[src/rtl/sat_event_pkg.sv]
// sat_event_pkg: shared FSM state, event code and event record types for the saturating-counter event reporter.
package sat_event_pkg;
   localparam int WIDTH = 8;
   typedef enum logic [1:0] {IDLE = 2'd0, ABOVE = 2'd1, FULL = 2'd2} state_t;
   typedef enum logic [1:0] {EV_THRESH = 2'd0, EV_FULL = 2'd1, EV_RESTART = 2'd2} code_t;
   typedef struct packed {
      code_t            code;
      logic [WIDTH-1:0] value;
   } event_t;
endpackage

[src/rtl/sat_event_if.sv]
// sat_event_if: event drain bus; valid/ready handshake with code/value payload plus drop count and FSM state for debug.
//   master (reporter): drives valid, code, value, drops, state; samples ready
//   slave (consumer):  samples valid, code, value, drops, state; drives ready
interface sat_event_if #(parameter int WIDTH = 8, parameter int DROP_W = 8);
   logic              valid;
   logic              ready;
   logic [1:0]        code;
   logic [WIDTH-1:0]  value;
   logic [DROP_W-1:0] drops;
   logic [1:0]        state;
   modport master(output valid, code, value, drops, state, input ready);
   modport slave(input valid, code, value, drops, state, output ready);
endinterface

[src/rtl/sat_event_reporter_fifo.sv]
// evt_fifo: first-word-fall-through event queue with an extra pointer bit to tell full from empty.
//   i_clk, i_rstn : clock, async active-low reset (clears pointers only)
//   push, din     : write din at tail; caller guarantees !full || pop
//   pop           : drop head; caller guarantees !empty
//   full, empty   : occupancy flags
//   head          : entry at read pointer, meaningful while !empty
module evt_fifo
   import sat_event_pkg::*;
#(
   parameter int  DEPTH = 4,
   parameter type T     = event_t
) (
   input  logic i_clk,
   input  logic i_rstn,
   input  logic push,
   input  logic pop,
   input  T     din,
   output logic full,
   output logic empty,
   output T     head
);
   localparam int AW = $clog2(DEPTH);
   T mem [DEPTH];
   logic [AW:0] wr_q, rd_q;
   assign empty = wr_q == rd_q;
   assign full  = (wr_q ^ rd_q) == {1'b1, {AW{1'b0}}};
   assign head  = mem[rd_q[AW-1:0]];
   always_ff @(posedge i_clk or negedge i_rstn) begin
      if (!i_rstn) begin
         wr_q <= '0;
         rd_q <= '0;
      end else begin
         if (push) wr_q <= wr_q + (AW + 1)'(1);
         if (pop) rd_q <= rd_q + (AW + 1)'(1);
      end
   end
   // Storage needs no reset: nothing is visible until a push makes the queue non-empty.
   always_ff @(posedge i_clk) begin
      if (push) mem[wr_q[AW-1:0]] <= din;
   end
   a_no_overflow: assert property (@(posedge i_clk) disable iff (!i_rstn) push |-> !full || pop);
   a_no_underflow: assert property (@(posedge i_clk) disable iff (!i_rstn) pop |-> !empty);
endmodule

[src/rtl/sat_event_reporter.sv]
// sat_event_reporter: turns saturating-counter count/full into THRESH/FULL/RESTART events queued for a valid/ready consumer.
//   i_clk, i_rstn : clock, async active-low reset
//   i_count       : upstream counter value
//   i_full        : upstream full flag (all-ones count)
//   i_thresh      : crossing threshold, tracked live while IDLE and held otherwise
//   evt           : event bus (valid/ready, code, value, saturating drop count, FSM state)
module sat_event_reporter
   import sat_event_pkg::*;
#(
   parameter int WIDTH  = 8,
   parameter int DEPTH  = 4,
   parameter int DROP_W = 8
) (
   input  logic             i_clk,
   input  logic             i_rstn,
   input  logic [WIDTH-1:0] i_count,
   input  logic             i_full,
   input  logic [WIDTH-1:0] i_thresh,
   sat_event_if.master      evt
);
   typedef struct packed {
      code_t            code;
      logic [WIDTH-1:0] value;
   } ev_t;
   state_t            state_q, state_d;
   code_t             ev_code, last_q;
   logic [WIDTH-1:0]  thresh_q, thr;
   logic [DROP_W-1:0] drops_q;
   logic              below, ev_push, fifo_push, pop, fifo_full, fifo_empty;
   ev_t               head;
   // The threshold follows i_thresh while IDLE so a crossing is judged against the value seen that cycle.
   assign thr   = state_q == IDLE ? i_thresh : thresh_q;
   assign below = i_count < thr;
   always_comb begin
      state_d = state_q;
      ev_push = 1'b0;
      ev_code = EV_THRESH;
      case (state_q)
         IDLE: begin
            if (i_full) begin
               state_d = FULL;
               ev_push = 1'b1;
               ev_code = EV_FULL;
            end else if (!below) begin
               state_d = ABOVE;
               ev_push = 1'b1;
            end
         end
         ABOVE: begin
            if (below) begin
               state_d = IDLE;
               ev_push = 1'b1;
               ev_code = EV_RESTART;
            end else if (i_full) begin
               state_d = FULL;
               ev_push = 1'b1;
               ev_code = EV_FULL;
            end
         end
         FULL: begin
            if (below) begin
               state_d = IDLE;
               ev_push = 1'b1;
               ev_code = EV_RESTART;
            end else if (!i_full) begin
               state_d = ABOVE;
            end
         end
         default: state_d = IDLE;
      endcase
   end
   // A pop in the same cycle frees the head slot, so a push into a full queue still lands.
   assign pop       = evt.valid && evt.ready;
   assign fifo_push = ev_push && (!fifo_full || pop);
   always_ff @(posedge i_clk or negedge i_rstn) begin
      if (!i_rstn) begin
         state_q  <= IDLE;
         thresh_q <= '0;
         drops_q  <= '0;
         last_q   <= EV_THRESH;
      end else begin
         state_q <= state_d;
         if (state_q == IDLE) thresh_q <= i_thresh;
         if (ev_push && !fifo_push && drops_q != '1) drops_q <= drops_q + DROP_W'(1);
         if (ev_push) last_q <= ev_code;
      end
   end
   evt_fifo #(.DEPTH(DEPTH), .T(ev_t)) u_fifo (
      .i_clk (i_clk),
      .i_rstn(i_rstn),
      .push  (fifo_push),
      .pop   (pop),
      .din   ('{code: ev_code, value: i_count}),
      .full  (fifo_full),
      .empty (fifo_empty),
      .head  (head)
   );
   assign evt.valid = !fifo_empty;
   assign evt.code  = fifo_empty ? 2'd0 : head.code;
   assign evt.value = fifo_empty ? '0 : head.value;
   assign evt.drops = drops_q;
   assign evt.state = state_q;
   a_hold: assert property (@(posedge i_clk) disable iff (!i_rstn)
      evt.valid && !evt.ready |=> evt.valid && $stable(evt.code) && $stable(evt.value));
   a_code: assert property (@(posedge i_clk) disable iff (!i_rstn) evt.code != 2'd3);
   a_state: assert property (@(posedge i_clk) disable iff (!i_rstn) state_q != 2'd3);
   a_drops_mono: assert property (@(posedge i_clk) disable iff (!i_rstn) 1'b1 |=> drops_q >= $past(drops_q));
   a_drops_sat: assert property (@(posedge i_clk) disable iff (!i_rstn) drops_q == '1 |=> drops_q == '1);
   a_full_last: assert property (@(posedge i_clk) disable iff (!i_rstn) state_q == FULL |-> last_q == EV_FULL);
endmodule
[src/flat_wrapper.sv]
// flat-port wrapper written by rule: the top's interface ports become plain ports
module sat_event_reporter_flat import sat_event_pkg::*;
#(
   parameter int WIDTH  = 8,
   parameter int DEPTH  = 4,
   parameter int DROP_W = 8
)
  (i_clk, i_rstn, i_count, i_full, i_thresh, evt_valid, evt_code, evt_value, evt_drops, evt_state, evt_ready);
  sat_event_if #(.WIDTH(WIDTH), .DROP_W(DROP_W)) evt_i ();
  input  logic i_clk;
  input  logic i_rstn;
  input  logic [WIDTH-1:0] i_count;
  input  logic i_full;
  input  logic [WIDTH-1:0] i_thresh;
  output wire logic [$bits(evt_i.valid)-1:0] evt_valid;
  output wire logic [$bits(evt_i.code)-1:0] evt_code;
  output wire logic [$bits(evt_i.value)-1:0] evt_value;
  output wire logic [$bits(evt_i.drops)-1:0] evt_drops;
  output wire logic [$bits(evt_i.state)-1:0] evt_state;
  input wire logic [$bits(evt_i.ready)-1:0] evt_ready;
  assign evt_valid = evt_i.valid;
  assign evt_code = evt_i.code;
  assign evt_value = evt_i.value;
  assign evt_drops = evt_i.drops;
  assign evt_state = evt_i.state;
  assign evt_i.ready = evt_ready;
  sat_event_reporter #(.WIDTH(WIDTH), .DEPTH(DEPTH), .DROP_W(DROP_W)) u_core (.i_clk(i_clk), .i_rstn(i_rstn), .i_count(i_count), .i_full(i_full), .i_thresh(i_thresh), .evt(evt_i));
endmodule
[config.mk]
export PLATFORM = sky130hd
export DESIGN_NAME = sat_event_reporter_flat
export DESIGN_NICKNAME = d
export VERILOG_FILES = /design/src/rtl/sat_event_pkg.sv /design/src/rtl/sat_event_if.sv /design/src/rtl/sat_event_reporter_fifo.sv /design/src/rtl/sat_event_reporter.sv /design/src/flat_wrapper.sv
export SDC_FILE = /design/constraint.sdc
export NUM_CORES = 1
export LEC_CHECK = 0
export CAP_MARGIN = 0
export CELL_PAD_IN_SITES_DETAIL_PLACEMENT = 1
export CELL_PAD_IN_SITES_GLOBAL_PLACEMENT = 2
export CORE_MARGIN = 1.5
export CORE_UTILIZATION = 41
export CTS_CLUSTER_DIAMETER = 100
export DETAILED_ROUTE_END_ITERATION = 12
export PLACE_DENSITY_LB_ADDON = 0.08
export SLEW_MARGIN = 10
export SYNTH_ARGS = -nofsm -noshare
export SYNTH_HDL_FRONTEND = slang
export SYNTH_SLANG_ARGS = --single-unit
[constraint.sdc]
create_clock -name i_clk -period 7.1 [get_ports i_clk]
set_clock_uncertainty 0.2 [all_clocks]
set_input_delay 1.42 -clock i_clk [delete_from_list [all_inputs] [get_ports i_clk]]
set_output_delay 1.42 -clock i_clk [all_outputs]
set_load 0.02 [all_outputs]
# After elaboration in Yosys (flattened, before gate mapping)
# Memories as Yosys holds them, arrays and structs flattened.
# Index checks and enable logic that the tools add are counted.
# op_classes
n_addsub,3
magnitude_cmp,1
eq_ne,8
mux,22
bitwise,1
n_reduce_logical,10
# ops
operator,n
2-to-1 mux 2 bit,9
2-to-1 mux 8 bit,2
one-hot mux 2 bit (3 select lines),2
adder 8 x 1 -> 8 bit (second input constant),1
< comparator 8 bit,1
2-to-1 mux 1 bit,8
!= test 8 bit (second input constant),1
adder 3 x 1 -> 3 bit (second input constant),2
!= test 3 x 2 -> 1 bit (second input constant),2
logical AND 1 bit,4
== test 3 bit,1
== test 3 bit (second input constant),1
zero test 1 bit,3
!= test 3 bit (second input constant),1
one-hot mux 1 bit (3 select lines),1
AND reduction 3 bit,1
XOR 3 bit,1
== test 2 x 1 -> 1 bit (second input constant),1
== test 2 bit (second input constant),1
zero test 2 bit,1
logical OR 1 bit,1
# word_totals
reg_bits,24
ram_bits,40
in_bits,20
elab_cells,51
memories,1
# mem_list
memory,words,width,read_ports,rd_clocked_by_memory_dff,wr,line,text
u_core.u_fifo.mem,4,10,1,0,1,sat_event_reporter_fifo.sv:23,T mem [DEPTH];

# Logic depth before layout (Yosys ltp)
# logic_depth
depth_word,10
mapped_depth,11

# Cells and area by module
# A second synthesis with hierarchy kept.
# hier_totals
cells_unflattened,188
area_unflattened_um2,2887.8
# modules_own_cells
module,n_inst,cells_per_inst,area_per_inst_um2,seq_area_each_um2
evt_fifo,1,82,1793.0,1351.3
sat_event_reporter,1,106,1094.8,450.4

# Least setup slack after synthesis
# OpenSTA, ideal clock, no wires.
# synth_timing
path_kind,in2reg
from,in i_thresh[3]
to,mem u_core.u_fifo.mem[0][0] (netlist name) (enable)
setup_time_ns,0.376
t_arrival_ns,3.359
required_time_ns,6.524
slack_ns,3.164
stages,9
path_cell_list,mux2_2 -> inv_1 -> ha_1 -> a21oi_1 -> a21oi_1 -> a21o_1 -> nor3_4 -> o21ai_4 -> nor2_1
# synth_between
elab_chain_len,8
word_cells_on_any_way,10
classes_between,1 x order compare; 8 x mux; 1 x reduce/logical
# synth_lines
element,line,text
from (decl),flat_wrapper.sv:14,input logic [WIDTH-1:0] i_thresh;
2-to-1 mux 8 bit (*),sat_event_reporter.sv:32,assign thr = state_q == IDLE ? i_thresh : thresh_q;
< comparator 8 bit (*),sat_event_reporter.sv:33,assign below = i_count < thr;
2-to-1 mux 1 bit,sat_event_reporter.sv:44,end else if (!below) begin
2-to-1 mux 1 bit,sat_event_reporter.sv:40,if (i_full) begin
one-hot mux 1 bit (3 select lines) (*),sat_event_reporter.sv:38,case (state_q)
logical AND 1 bit (*),sat_event_reporter.sv:74,assign fifo_push = ev_push && (!fifo_full || pop);
2-to-1 mux 1 bit (*),sat_event_reporter_fifo.sv:39,if (push) mem[wr_q[AW-1:0]] <= din;
2-to-1 mux 1 bit (implied by the code) (*),sat_event_reporter_fifo.sv:39,
to (decl),sat_event_reporter_fifo.sv:23,
# Every way passes the cells marked *; elsewhere a longest branch is shown, timed or not.

# Worst setup path in the final report
# layout_timing
from,in i_thresh[5]
to,mem u_core.u_fifo.mem[2][9] (netlist name) (enable)
# layout_between
elab_chain_len,8
word_cells_on_any_way,10
classes_between,1 x order compare; 8 x mux; 1 x reduce/logical
# layout_lines
element,line,text
2-to-1 mux 8 bit (*),sat_event_reporter.sv:32,
net u_core.thr[5],sat_event_reporter.sv:27,"logic [WIDTH-1:0] thresh_q, thr;"
< comparator 8 bit (*),sat_event_reporter.sv:33,
2-to-1 mux 1 bit,sat_event_reporter.sv:44,
2-to-1 mux 1 bit,sat_event_reporter.sv:40,
one-hot mux 1 bit (3 select lines) (*),sat_event_reporter.sv:38,
logical AND 1 bit (*),sat_event_reporter.sv:74,
2-to-1 mux 1 bit (*),sat_event_reporter_fifo.sv:39,
2-to-1 mux 1 bit (implied by the code) (*),sat_event_reporter_fifo.sv:39,
# The timed path passes the listed nets; every way through them passes the cells marked *.

==> flow_metrics.py <==
metrics = {
    "sta": {
        "hold_viol_final": 0,
        "worst_slew_pin_slew_ns": 0.985,
        "holdWs_ns": 0.290,
        "slew_headroom_pct": 34.1,
        "period_share_pct": 63.6,
        "report.final.slew_viol_count": 0,
        "grt_setup_unrepaired": "false",
        "tns_ns": 0,
        "fmax_mhz": 222,
        "setup_violations": 0,
        "fin_crit_ns": 4.51,
    },
    "worst_setup_path": {
        "path_max_fanout": 10,
        "timing.rr.start": "u_core.evt.state[0]$_DFFE_PN0P_",
        "arrival_ns": 4.26,
        "cp.required_ns": 6.85,
        "timing.rr.end": "u_core.u_fifo.mem[2][9]$_DFFE_PP_",
        "r2r_cells": 10,
        "r2r_slack_ns": 2.85,
        "endpoint_kind": "register",
        "start_kind": "primary input",
        "crit_type": "in -> reg",
    },
    "pwr": {
        "powerDensity_nw_per_um2": 505,
        "p_leak_nw": 1.38,
        "irDropWorstVdd_mv": 0.187,
    },
    "drt": {
        "routedWlPerCell_um": 17.2,
        "ant_nets": 0,
        "viasPerCell": 4.97,
        "via_count": 1713,
        "routed_wirelength_mm": 5.93,
        "drtIter0Drc": 60,
        "post-route-drc-count": 0,
        "first_pass_iters": 4,
    },
    "logic_synthesis": {
        "synthSimpleGateAreaFrac_pct": 7.73,
        "synthMuxAreaShare_pct": 11.7,
        "synth_cells": 198,
        "syn_area_per_cell_um2": 14.7,
        "synth_cell_type_count": 35,
        "synth_compound_area_share_pct": 5.28,
        "synth_top_family_by_area": "multiplexers",
        "synth_ff_type": "edfxtp_1",
        "synth_xor_area_share_pct": 4.51,
        "synthesis.nets": 231,
        "ys_ff_latch": 64,
        "syn_area_um2": 2910,
        "synth-edff-count": 40,
        "ys.warnings.count": 0,
        "synth-adder-area-share_pct": 5.93,
        "async_reset_ff_share_pct": 37.5,
        "seq_area_frac_synth_pct": 61.9,
    },
    "min_path": {
        "min_delay_worst_endpoint": "u_core.thresh_q[2]$_DFF_PN0_",
        "hold_path.class": "reg -> reg",
        "hp-start": "u_core.thresh_q[2]$_DFF_PN0_",
        "hold_depth": 2,
    },
    "placed_design": {
        "placed_cell_area_um2": 3410,
        "dpl.cell_count": 330,
        "io_buffer_count": 40,
        "dp_hpwl_mm": 4.21,
        "place.gp.congestion": 0.840,
    },
    "clock_network": {
        "clkTransAtPathRegs_ns": 0.07,
        "clk_path_buf_depth": 2,
        "cts_hold_buf": 0,
        "cts_setup_buffers": 0,
        "post_cts_resize_count": 0,
        "cts_sinks": 64,
        "numCtsBuffers": 9,
        "ctsRootBufferMaster": "clkbuf_8",
        "htreeDepth": 3,
        "clock_latency_ns": 0.33,
        "cts_tree": "done",
    },
    "finish": {
        "mostFrequentLayoutCell": "edfxtp_1",
        "diodes": 0,
        "nNetsFinal": 278,
        "stdcell_area_um2": 3620,
        "n_fill_cell": 690,
        "layoutNonFillerInstCount": 345,
        "area_growth_pct": 24.2,
        "final_cell_mix": "edfxtp_1 (40), clkdlybuf4s50_1 (39), dfrtp_1 (24), inv_1 (16)",
        "drive_gt1_share_pct": 14.5,
    },
    "die": {
        "die-height_um": 87.3,
        "die_area_um2": 7620,
        "fp.dieW_um": 87.3,
        "start_util_pct": 42.6,
        "coreArea_um2": 6830,
        "ios": 41,
        "rows": 30,
    },
    "grt": {
        "first_global_vias": 1914,
        "antenna_found_initial": 0,
        "grt.total_usage_pct": 17.9,
        "grt_pass1_wl_mm": 9.86,
        "grt_start_max_net_pins": 25,
        "grt-ovfl-total": 0,
    },
    "status": {
        "outcome": "completed",
    },
    "job": {
        "maxCapViolCount": 0,
    },
}
## synthesized netlist by cell type (4+ instances only)
cell,number,area (µm²)
edfxtp_1,40,1200
dfrtp_1,24,601
inv_1,16,60.1
ha_1,13,163
xnor2_1,13,114
nor2b_1,11,68.8
mux4_2,10,225
nor2_1,10,37.5
nand2_1,7,26.3
o21ai_0,7,35.0
a21oi_1,6,30.0
nand3_1,6,30.0
mux2_2,4,45.0
mux2i_1,4,40.0
## how the worst max path moves through the flow
stage	startpoint	end	slack, ns	cells after the start
6_report	i_thresh[5]	u_core.u_fifo.mem[2][9]$_DFFE_PP_	2.59	10
5_1_grt	i_thresh[7]	u_core.u_fifo.mem[2][1]$_DFFE_PP_	2.31	9
3_5_place_dp	i_thresh[7]	u_core.u_fifo.mem[2][3]$_DFFE_PP_	2.14	9
2_1_floorplan	i_thresh[3]	u_core.u_fifo.mem[0][0]$_DFFE_PP_	3.16	9
4_1_cts	i_thresh[7]	u_core.u_fifo.mem[2][9]$_DFFE_PP_	2.50	9
3_3_place_gp	i_thresh[5]	u_core.u_fifo.mem[2][3]$_DFFE_PP_	2.28	10
## stage by stage
stage,setup WS [ns],total power [W],utilization (%)
after global placement,2.28,0.00148,50.0
after CTS,2.50,0.00186,53.0
after global routing,2.31,0.00196,52.9
final,2.59,0.00183,52.9
after floorplan,3.16,0.00121,-
after detailed placement,2.14,0.00152,50.0
## per-layer routing
layer,vias up,global-route usage [%],share of wire (%)
met3,9,4.45,3.6
met4,0,7.22,1.8
li1,810,-,-
met1,851,23.5,46
met2,43,28.5,48
met5,-,0,0
## critical path, cell delays in order
cell and delay (ns):
clkdlybuf4s50_1 0.45, mux2_2 0.15, inv_1 0.05, ha_1 0.29, nand4_1 0.12, a21oi_1 0.19, a21oi_1 0.08, o311ai_2 0.61
o21ai_4 0.13, nor2_1 0.77
## flip-flops by register name, summed over array words and instances, names as in the netlist
name                flops
u_core.evt.state        2
u_core.u_fifo.rd_q      3
u_core.u_fifo.mem      40
u_core.evt.drops        8
u_core.thresh_q         8
u_core.u_fifo.wr_q      3
## report_power, final
part / leakage [nW] / internal [W] / switching [W] / total (W)
combinational: 0.616 / 0.000396 / 0.000423 / 0.000819
clock: 0.103 / 0.000194 / 0.000138 / 0.000332
sequential: 0.659 / 0.000570 / 0.000105 / 0.000675
## logic make-up (layout without fill, tap and decap cells)
logic type      after synthesis  in the layout
compound gates               22             22
xor+xnor                     15             15
fa+ha+maj                    14             14
buf+inv                      21             72
flops                        64             64
mux                          20             20
simple gates                 42             42
## area by class of cell
| class | instances | area (µm²) | area share (%) |
|---|---|---|---|
| Multi-Input combinational cell | 113 | 1020 | 28.3 |
| Tap cell | 96 | 120 | 3.32 |
| Clock inverter | 6 | 85.1 | 2.35 |
| Timing Repair Buffer | 41 | 403 | 11.1 |
| Clock buffer | 9 | 124 | 3.42 |
| Sequential cell | 64 | 1800 | 49.8 |
| Inverter | 16 | 60.1 | 1.66 |
Power figures use the tool's default switching activity.
